--- config.mk ---
export PLATFORM = sky130hd
export DESIGN_NAME = nco_sequencer
export DESIGN_NICKNAME = d
export VERILOG_FILES = /design/src/rtl/nco_pkg.sv /design/src/rtl/nco_tick_gen.sv /design/src/rtl/nco_sequencer.sv
export SDC_FILE = /design/constraint.sdc
export NUM_CORES = 2
export LEC_CHECK = 0
export CELL_PAD_IN_SITES_DETAIL_PLACEMENT = 1
export CELL_PAD_IN_SITES_GLOBAL_PLACEMENT = 2
export CORE_MARGIN = 4
export CORE_UTILIZATION = 50
export DETAILED_ROUTE_END_ITERATION = 8
export DONT_BUFFER_PORTS = 1
export PLACE_DENSITY_LB_ADDON = 0.1
export SETUP_SLACK_MARGIN = 0.05
export SLEW_MARGIN = 20
export SYNTH_ARGS = -nofsm -noshare
export SYNTH_HDL_FRONTEND = slang
export SYNTH_SLANG_ARGS = --single-unit
export TNS_END_PERCENT = 10
--- constraint.sdc ---
create_clock -name clk -period 4.3 [get_ports clk]
set_input_delay 0.86 -clock clk [delete_from_list [all_inputs] [get_ports clk]]
set_output_delay 0.86 -clock clk [all_outputs]
set_load 0.02 [all_outputs]
--- src/rtl/nco_pkg.sv ---
// Shared types for the NCO program sequencer: wave codes, FSM encoding and
// the sample-tick divider calculation.
package nco_pkg;

    typedef enum logic [1:0] {
        WAVE_SINE     = 2'd0,
        WAVE_TRIANGLE = 2'd1,
        WAVE_SAWTOOTH = 2'd2,
        WAVE_SQUARE   = 2'd3
    } wave_e;

    typedef enum logic [1:0] {
        ST_IDLE = 2'd0,
        ST_LOAD = 2'd1,
        ST_PLAY = 2'd2,
        ST_DONE = 2'd3
    } state_e;

    // Clocks per sample tick, never less than one.
    function automatic int calc_div(input int clk_freq, input int sample_rate);
        int d;
        d = clk_freq / sample_rate;
        return (d < 1) ? 1 : d;
    endfunction

endpackage

--- src/rtl/nco_tick_gen.sv ---
// Sample-tick divider: down-counter reloaded on restart, tick at terminal count.
module nco_tick_gen #(
    parameter int DIV = 1
) (
    input  logic clk,
    input  logic rst_n,
    input  logic restart_i,
    input  logic run_i,
    output logic tick_o
);

    localparam int CW = (DIV > 1) ? $clog2(DIV) : 1;
    localparam logic [CW-1:0] RELOAD = CW'(DIV - 1);

    logic [CW-1:0] cnt_q, cnt_d;

    always_comb begin
        cnt_d = cnt_q;
        if (restart_i) begin
            cnt_d = RELOAD;
        end else if (run_i) begin
            cnt_d = (cnt_q == '0) ? RELOAD : cnt_q - 1'b1;
        end
    end

    always_ff @(posedge clk or negedge rst_n) begin
        if (!rst_n) begin
            cnt_q <= '0;
        end else begin
            cnt_q <= cnt_d;
        end
    end

    assign tick_o = run_i && !restart_i && (cnt_q == '0);

endmodule

--- src/rtl/nco_sequencer.sv ---
// Steps an NCO through a programmed table of frequency/wave/duty entries,
// each held for a given number of sample ticks.
//   state | meaning
//   IDLE  | waiting for start, enable low
//   LOAD  | one cycle: latch entry[step_idx], reload remaining and divider
//   PLAY  | count sample ticks down, advance when the step expires
//   DONE  | one cycle done pulse, then IDLE
module nco_sequencer
    import nco_pkg::*;
#(
    parameter int CLK_FREQ    = 50000000,
    parameter int SAMPLE_RATE = 48000,
    parameter int BIT_DEPTH   = 16,
    parameter int STEPS       = 16
) (
    input  logic                     clk,
    input  logic                     rst_n,
    input  logic                     wr_en,
    input  logic [$clog2(STEPS)-1:0] wr_addr,
    input  logic [63:0]              wr_freq,
    input  logic [1:0]               wr_wave,
    input  logic [BIT_DEPTH-1:0]     wr_duty,
    input  logic [15:0]              wr_len,
    input  logic                     start,
    input  logic                     stop,
    input  logic                     loop,
    output logic [63:0]              frequency,
    output logic [1:0]               wave,
    output logic [BIT_DEPTH-1:0]     duty_cycle,
    output logic                     enable,
    output logic                     busy,
    output logic [$clog2(STEPS)-1:0] step_idx,
    output logic                     done
);

    localparam int DIV = calc_div(CLK_FREQ, SAMPLE_RATE);
    localparam int AW  = $clog2(STEPS);
    localparam logic [AW-1:0] LAST_IDX = AW'(STEPS - 1);

    logic [63:0]          freq_tbl_q [STEPS];
    logic [1:0]           wave_tbl_q [STEPS];
    logic [BIT_DEPTH-1:0] duty_tbl_q [STEPS];
    logic [15:0]          len_tbl_q  [STEPS];

    state_e               state_q;
    logic [63:0]          frequency_q;
    logic [1:0]           wave_q;
    logic [BIT_DEPTH-1:0] duty_q;
    logic                 enable_q;
    logic                 busy_q;
    logic [AW-1:0]        step_idx_q;
    logic                 done_q;
    logic [15:0]          remaining_q;

    logic                 tick_restart;
    logic                 tick_run;
    logic                 tick;
    logic [15:0]          cur_len;

    // Table has no reset; a LOAD in the same cycle as a write sees the old entry.
    always_ff @(posedge clk) begin
        if (wr_en) begin
            freq_tbl_q[wr_addr] <= wr_freq;
            wave_tbl_q[wr_addr] <= wr_wave;
            duty_tbl_q[wr_addr] <= wr_duty;
            len_tbl_q[wr_addr]  <= wr_len;
        end
    end

    assign cur_len      = len_tbl_q[step_idx_q];
    assign tick_restart = (state_q == ST_LOAD);
    assign tick_run     = (state_q == ST_PLAY);

    nco_tick_gen #(.DIV(DIV)) u_tick_gen (
        .clk       (clk),
        .rst_n     (rst_n),
        .restart_i (tick_restart),
        .run_i     (tick_run),
        .tick_o    (tick)
    );

    always_ff @(posedge clk or negedge rst_n) begin
        if (!rst_n) begin
            state_q     <= ST_IDLE;
            frequency_q <= '0;
            wave_q      <= '0;
            duty_q      <= '0;
            enable_q    <= 1'b0;
            busy_q      <= 1'b0;
            step_idx_q  <= '0;
            done_q      <= 1'b0;
            remaining_q <= '0;
        end else if (stop) begin
            state_q  <= ST_IDLE;
            enable_q <= 1'b0;
            busy_q   <= 1'b0;
            done_q   <= 1'b0;
        end else begin
            case (state_q)
                ST_IDLE: begin
                    done_q <= 1'b0;
                    if (start) begin
                        step_idx_q <= '0;
                        busy_q     <= 1'b1;
                        state_q    <= ST_LOAD;
                    end
                end
                ST_LOAD: begin
                    frequency_q <= freq_tbl_q[step_idx_q];
                    wave_q      <= wave_tbl_q[step_idx_q];
                    duty_q      <= duty_tbl_q[step_idx_q];
                    remaining_q <= cur_len;
                    if (cur_len != 16'd0) begin
                        enable_q <= 1'b1;
                        state_q  <= ST_PLAY;
                    end else if (loop && step_idx_q != '0) begin
                        step_idx_q <= '0;
                    end else begin
                        enable_q <= 1'b0;
                        busy_q   <= 1'b0;
                        done_q   <= 1'b1;
                        state_q  <= ST_DONE;
                    end
                end
                ST_PLAY: begin
                    if (tick) begin
                        remaining_q <= remaining_q - 16'd1;
                        if (remaining_q == 16'd1) begin
                            if (step_idx_q != LAST_IDX) begin
                                step_idx_q <= step_idx_q + 1'b1;
                                state_q    <= ST_LOAD;
                            end else if (loop) begin
                                step_idx_q <= '0;
                                state_q    <= ST_LOAD;
                            end else begin
                                enable_q <= 1'b0;
                                busy_q   <= 1'b0;
                                done_q   <= 1'b1;
                                state_q  <= ST_DONE;
                            end
                        end
                    end
                end
                ST_DONE: begin
                    done_q  <= 1'b0;
                    state_q <= ST_IDLE;
                end
                default: state_q <= ST_IDLE;
            endcase
        end
    end

    assign frequency  = frequency_q;
    assign wave       = wave_q;
    assign duty_cycle = duty_q;
    assign enable     = enable_q;
    assign busy       = busy_q;
    assign step_idx   = step_idx_q;
    assign done       = done_q;

endmodule

==> metrics <==
number of post-CTS setup repair buffers 0; CTS tree built; Worst Path Buf+Inv 1; CP Max Fanout 21; Worst Path Required 4.97 ns; WS Path Type flop to flop; vias in the first global route 31.89k; asr flop ratio synth 0.06999; EDFF count, synth 1,568; Syn Area/Cell 23.74 µm²; flop-to-flop setup slack 0.51 ns; dpl hpwl 78.58 mm; Clock Skew 0.01897 ns; routed length per placed instance 32.43 µm; Final nets 2,958; worst setup margin 0.5123 ns; Worst-Skew Late Latency 0.79 ns; R2R depth 8; via/cell ratio 6.193; row cnt 131; RR Startpoint step_idx[0]; main flop type after synthesis edfxtp_1; actual slew at the worst max-slew pin 1.052 ns; unrepaired setup endpoints after global routing no; Resized cells post-CTS 0; Hold Path Class input port to asynchronous set/reset pin; Max Freq 0.2640 GHz; Yosys Warn Count 0; initial antenna violation count 3; crit path capture type flop; Setup-failing EPs final 0; Num CTS Buffers 173; Final min period 3.788 ns; Post-route DRC 0; synthesized cell area 64,240 µm²; Core Util, Final 0.5690; Area Growth Syn to Fin 12.95%; r2r endpoint busy; initial core utilization 0.5038; dpl ws 0.4315 ns; Pre-Repair DR Iteration Count 5; first-pass GRT wire length 222.7 mm; CTS Buffer Depth 3; Synthesized Nets 2,825; Clock Tree Root clkbuf_16; gate count of the mapped netlist 2,706; #FFs+latches synth 1,686; IO buf count 0; post-synthesis sequential area ratio 0.7789; Ports 197; aggregate global routing overflow 0; WP data arrival 4.45 ns; CP delay by family, top multiplexers; slowest cell delay on critical path 0.70 ns; crit-path cells buf_4 -> mux4_2 -> mux2_2 -> o31ai_1 -> nand3_1 -> or3_1 -> o32ai_2 -> mux2_1; final estimated routing congestion in global placement 0.7542; largest net degree at the start of global routing 133; peak supply drop 0.4301 mV; count of pins over their slew limit 0; gr usage total 0.2289; Vias 28.78k; Chip Width 366.4 µm; slowest cell on the critical path dfrtp_4; H-tree depth 4; Sink Count 1,686; Slew HR 0.2965; CTS clk-pin slew, worst paths 0.06 ns; commonest cells after routing, fill and taps aside edfxtp_1 (1,568), mux4_2 (464), clkbuf_16 (178); remaining antenna violation count 0; PwrDens 557.3 nW/µm²; fin crit share 0.8809; final hold violation count 0; max_cap viols 0; DRT iter0 DRCs 2,855; Leakage 0.02244 µW; run status complete, no violations; core area 127,500 µm²; Die Height 366.4 µm; Die ar. 134,300 µm²; layout cell share with drive strength beyond 1 0.3029; synth unique cells 55; final wirelength 150.7 mm; most common cell after layout, fill and taps aside edfxtp_1; crit start category flop
-- report_power, final --
group	switching [µW]	internal, µW	total, µW
Sequential	1230	18800	20000
Clock	6070	8490	14600
Combinational	2610	3220	5840
-- cells in the mapped netlist (2+ instances only) --
| library cell | count | area share |
|---|---|---|
| buf_4 | 2 | 0.00023 |
| a21oi_1 | 22 | 0.0017 |
| a32o_1 | 2 | 0.00031 |
| buf_6 | 3 | 0.00053 |
| buf_2 | 39 | 0.0030 |
| inv_1 | 13 | 0.00076 |
| nand2b_1 | 7 | 0.00068 |
| nor2b_1 | 7 | 0.00068 |
| mux4_1 | 3 | 0.0012 |
| a22oi_1 | 4 | 0.00047 |
| ha_1 | 11 | 0.0021 |
| o211ai_1 | 2 | 0.00023 |
| mux4_2 | 464 | 0.16 |
| o22ai_1 | 12 | 0.0012 |
| and3_1 | 3 | 0.00029 |
| o31ai_1 | 5 | 0.00058 |
| nor3_1 | 9 | 0.00070 |
| buf_1 | 21 | 0.0012 |
| or3_1 | 5 | 0.00049 |
| nand3b_1 | 4 | 0.00047 |
| xor2_1 | 2 | 0.00027 |
| o2bb2ai_1 | 4 | 0.00055 |
| nand3_1 | 29 | 0.0023 |
| o31a_1 | 2 | 0.00027 |
| a22o_1 | 2 | 0.00027 |
| or4_1 | 4 | 0.00047 |
| clkbuf_1 | 68 | 0.0040 |
| mux2i_1 | 38 | 0.0059 |
| nor3b_1 | 6 | 0.00070 |
| a221oi_1 | 5 | 0.00068 |
| o41ai_1 | 5 | 0.00068 |
| o21ai_0 | 32 | 0.0025 |
| mux2_2 | 86 | 0.015 |
| nand2_1 | 30 | 0.0018 |
| dfrtp_1 | 118 | 0.046 |
| nand4_1 | 2 | 0.00019 |
| nor4_1 | 5 | 0.00049 |
| and2_1 | 6 | 0.00058 |
| nor2_1 | 41 | 0.0024 |
| edfxtp_1 | 1568 | 0.73 |
-- metrics by stage --
step                      cells  setup TNS [ns]  total power (µW)  hold WS, ns  instance area [µm²]
after floorplan            2706        -1600.56             24880       0.4791                64270
after global placement     4325               0             26190       0.4969                67040
after detailed placement   4325               0             26330       0.5188                67040
after CTS                  4646               0             40960      0.07596                72560
after global routing       4646               0             42220      0.09498                72560
final                      4648               0             40440       0.1152                72560
-- metal layers --
layer	wire length, µm	global-route usage	part of all wire	vias up
met5	0	0	0	-
met4	3009	0.05569	0.020	0
met3	9899	0.05378	0.066	191
met2	73140	0.3621	0.49	843
met1	64680	0.3284	0.43	15905
li1	-	-	-	11845
-- repair_timing --
action                                  4_1_cts  5_1_grt
hold buffers                                  1        0
hold endpoints to repair                    118        0
endpoints found under the setup margin        0        0
-- logic make-up (layout without fill, tap and decap cells) --
group | after synthesis | after routing | synth area share
AND/OR/NAND/NOR | 164 | 164 | 0.01289
buffers and inverters | 147 | 425 | 0.01007
flip-flops | 1686 | 1686 | 0.7789
XOR/XNOR | 3 | 3 | 0.0004091
other | 0 | 2 | 0
multiplexers | 592 | 592 | 0.1851
adder cells (fa/ha/maj) | 11 | 11 | 0.002142
AO/OA/AOI/OAI | 103 | 103 | 0.01050
-- cell type report --
type                            count  area, µm²
Clock buffer                      241       4761
Clock inverter                     79      725.7
Inverter                           13      53.80
Tap cell                         1662       2079
Multi-Input combinational cell    873      13700
Timing Repair Buffer               92       1186
Fill cell                       10436      54960
Sequential cell                  1686      50050
Antenna cell                        2      5.005
-- how the worst max path moves through the flow --
stage                 from               end  slack [ns]  cells after the start
6_report       step_idx[0]              busy        0.51                      8
3_5_place_dp   step_idx[0]              busy        0.43                      8
2_1_floorplan   wr_addr[3]  duty_tbl_q[5][0]       -1.45                      2
3_3_place_gp   step_idx[0]              busy        0.46                      8
5_1_grt        step_idx[0]              busy        0.30                     10
4_1_cts        step_idx[0]              busy        0.43                      8
-- registers in the layout, summed over array words and instances (netlist names) --
register	cells
step_idx	4
len_tbl_q	256
freq_tbl_q	1024
frequency	64
duty_cycle	16
done	1
enable	1
u_tick_gen.cnt_q	11
busy	1
wave	2
state_q	2
remaining_q	16
duty_tbl_q	256
wave_tbl_q	32
Power figures use the tool's default switching activity.
==> RTL change, RTL diff (same flow settings) <==
Encoding of `state_e`: now one-hot (4 bits for 4 states).
--- a/src/rtl/nco_pkg.sv
+++ b/src/rtl/nco_pkg.sv
@@ -9,11 +9,11 @@
         WAVE_SQUARE   = 2'd3
     } wave_e;
 
-    typedef enum logic [1:0] {
-        ST_IDLE = 2'd0,
-        ST_LOAD = 2'd1,
-        ST_PLAY = 2'd2,
-        ST_DONE = 2'd3
+    typedef enum logic [3:0] {
+        ST_IDLE = 4'b0001,
+        ST_LOAD = 4'b0010,
+        ST_PLAY = 4'b0100,
+        ST_DONE = 4'b1000
     } state_e;
 
     // Clocks per sample tick, never less than one.
Behaviour: no difference found for any inputs over 4 cycles, from zero or initial values and one cycle with rst_n low; so few cycles prove little.
==> RTL change against the original RTL <==
Sequential cell count up 2. Cell count grew 3.5%. Area after synthesis barely moved. Setup slack improved by 280 ps. Cell area is 0.31% lower. Core utilization is 0.18 points lower. Global-route usage grew 0.76 points. Via count grew 3.5%. Die area is essentially flat. Routed wire length is 3.5% higher. Count of clock-buffer cells in the layout decreased by 3. Critical path type unchanged. Largest cell class unchanged.
Power is not compared: it rests on default switching activity, and its combinational part moved more than twofold at a synthesized area within 25%.
==> RTL change: results (changes against the original RTL) <==
[status]
status = finished, final reports clean

[global_routing]
first_global_vias = 32783  ; +2.8%
grt_max_degree = 154  ; +16%
antenna_found_initial = 0  ; -3

[place]
placed_cells = 4482  ; +3.6%
placed_area_um2 = 66800  ; -0.39%
gp_congestion = 0.729  ; -3.3%

[route]
routedWlPerCell_um = 32.4  ; about the same
avgViaCountPerCell = 6.19  ; about the same
drtIter0Drc = 2696  ; -5.6%

[worst_setup_path]
cp.arrival_ps = 4180  ; -270 ps
cp_slowest_stage_delay_ps = 770  ; +70 ps
crit_path_start = step_idx[1]$_DFFE_PN0P_
path_max_fanout = 153  ; +630%

[finish]
syn2layout_area_growth_pct = 12.6
multi_input_area_share_pct = 18.9  ; -0.029 points
multi_input_gates = 1041  ; +19%
nonClockBufferCount = 79  ; -14%
finalNonFillerCells = 4809  ; +3.5%
nClkBuffers = 238  ; -1.2%
fill_cells = 10567  ; +1.3%
seq_cell_count = 1688  ; +0.12%
seq_share_pct = 69.3  ; +0.29 points
buf_share_pct = 1.30  ; -0.33 points
drive_gt1_share_pct = 26.4  ; -3.9 points
antenna_cells = 0  ; -2
layout.nets = 3109  ; +5.1%

[timing]
fin_skew_ps = 24.1  ; +5.17 ps
whs_ps = 92.9  ; -22.3 ps
relSlewSlack_pct = 26.2  ; -3.4 points

[yosys]
synthesis.nets = 2999  ; +6.2%
ys_types = 65  ; +18%

-- RTL change: cell families after synthesis --
kind of cell    after synthesis  synth area share, %
compound gates              108                 1.07
fa+ha+maj                     5               0.0974
mux                         493                 16.8
xor+xnor                      8                0.109
flops                      1688                 78.0
simple gates                427                 2.85
buf+inv                     157                 1.06
-- RTL change: power by group --
group / internal [mW] / total (mW) / leakage [nW] / switching, mW
combinational: 0.431 / 1.05 / 4.42 / 0.615
sequential: 18.6 / 19.3 / 15.7 / 0.747
clock: 8.34 / 14.5 / 2.72 / 6.21
total: 27.4 / 34.9 / 22.9 / 7.57
-- RTL change: critical path, delay by kind of cell (launching register included) --
family	cells	cell delay, ps
flops	1	770
buf+inv	1	690
mux	1	380
simple gates	2	350
fa+ha+maj	1	360
compound gates	3	660
-- RTL change: layer usage --
layer	share of wire [%]	global-route usage (%)	up-vias
met2	51	39.4	860
li1	-	-	12219
met1	41	32.6	16538
met4	1.5	5.02	0
met5	0	0	-
met3	6.4	5.25	172
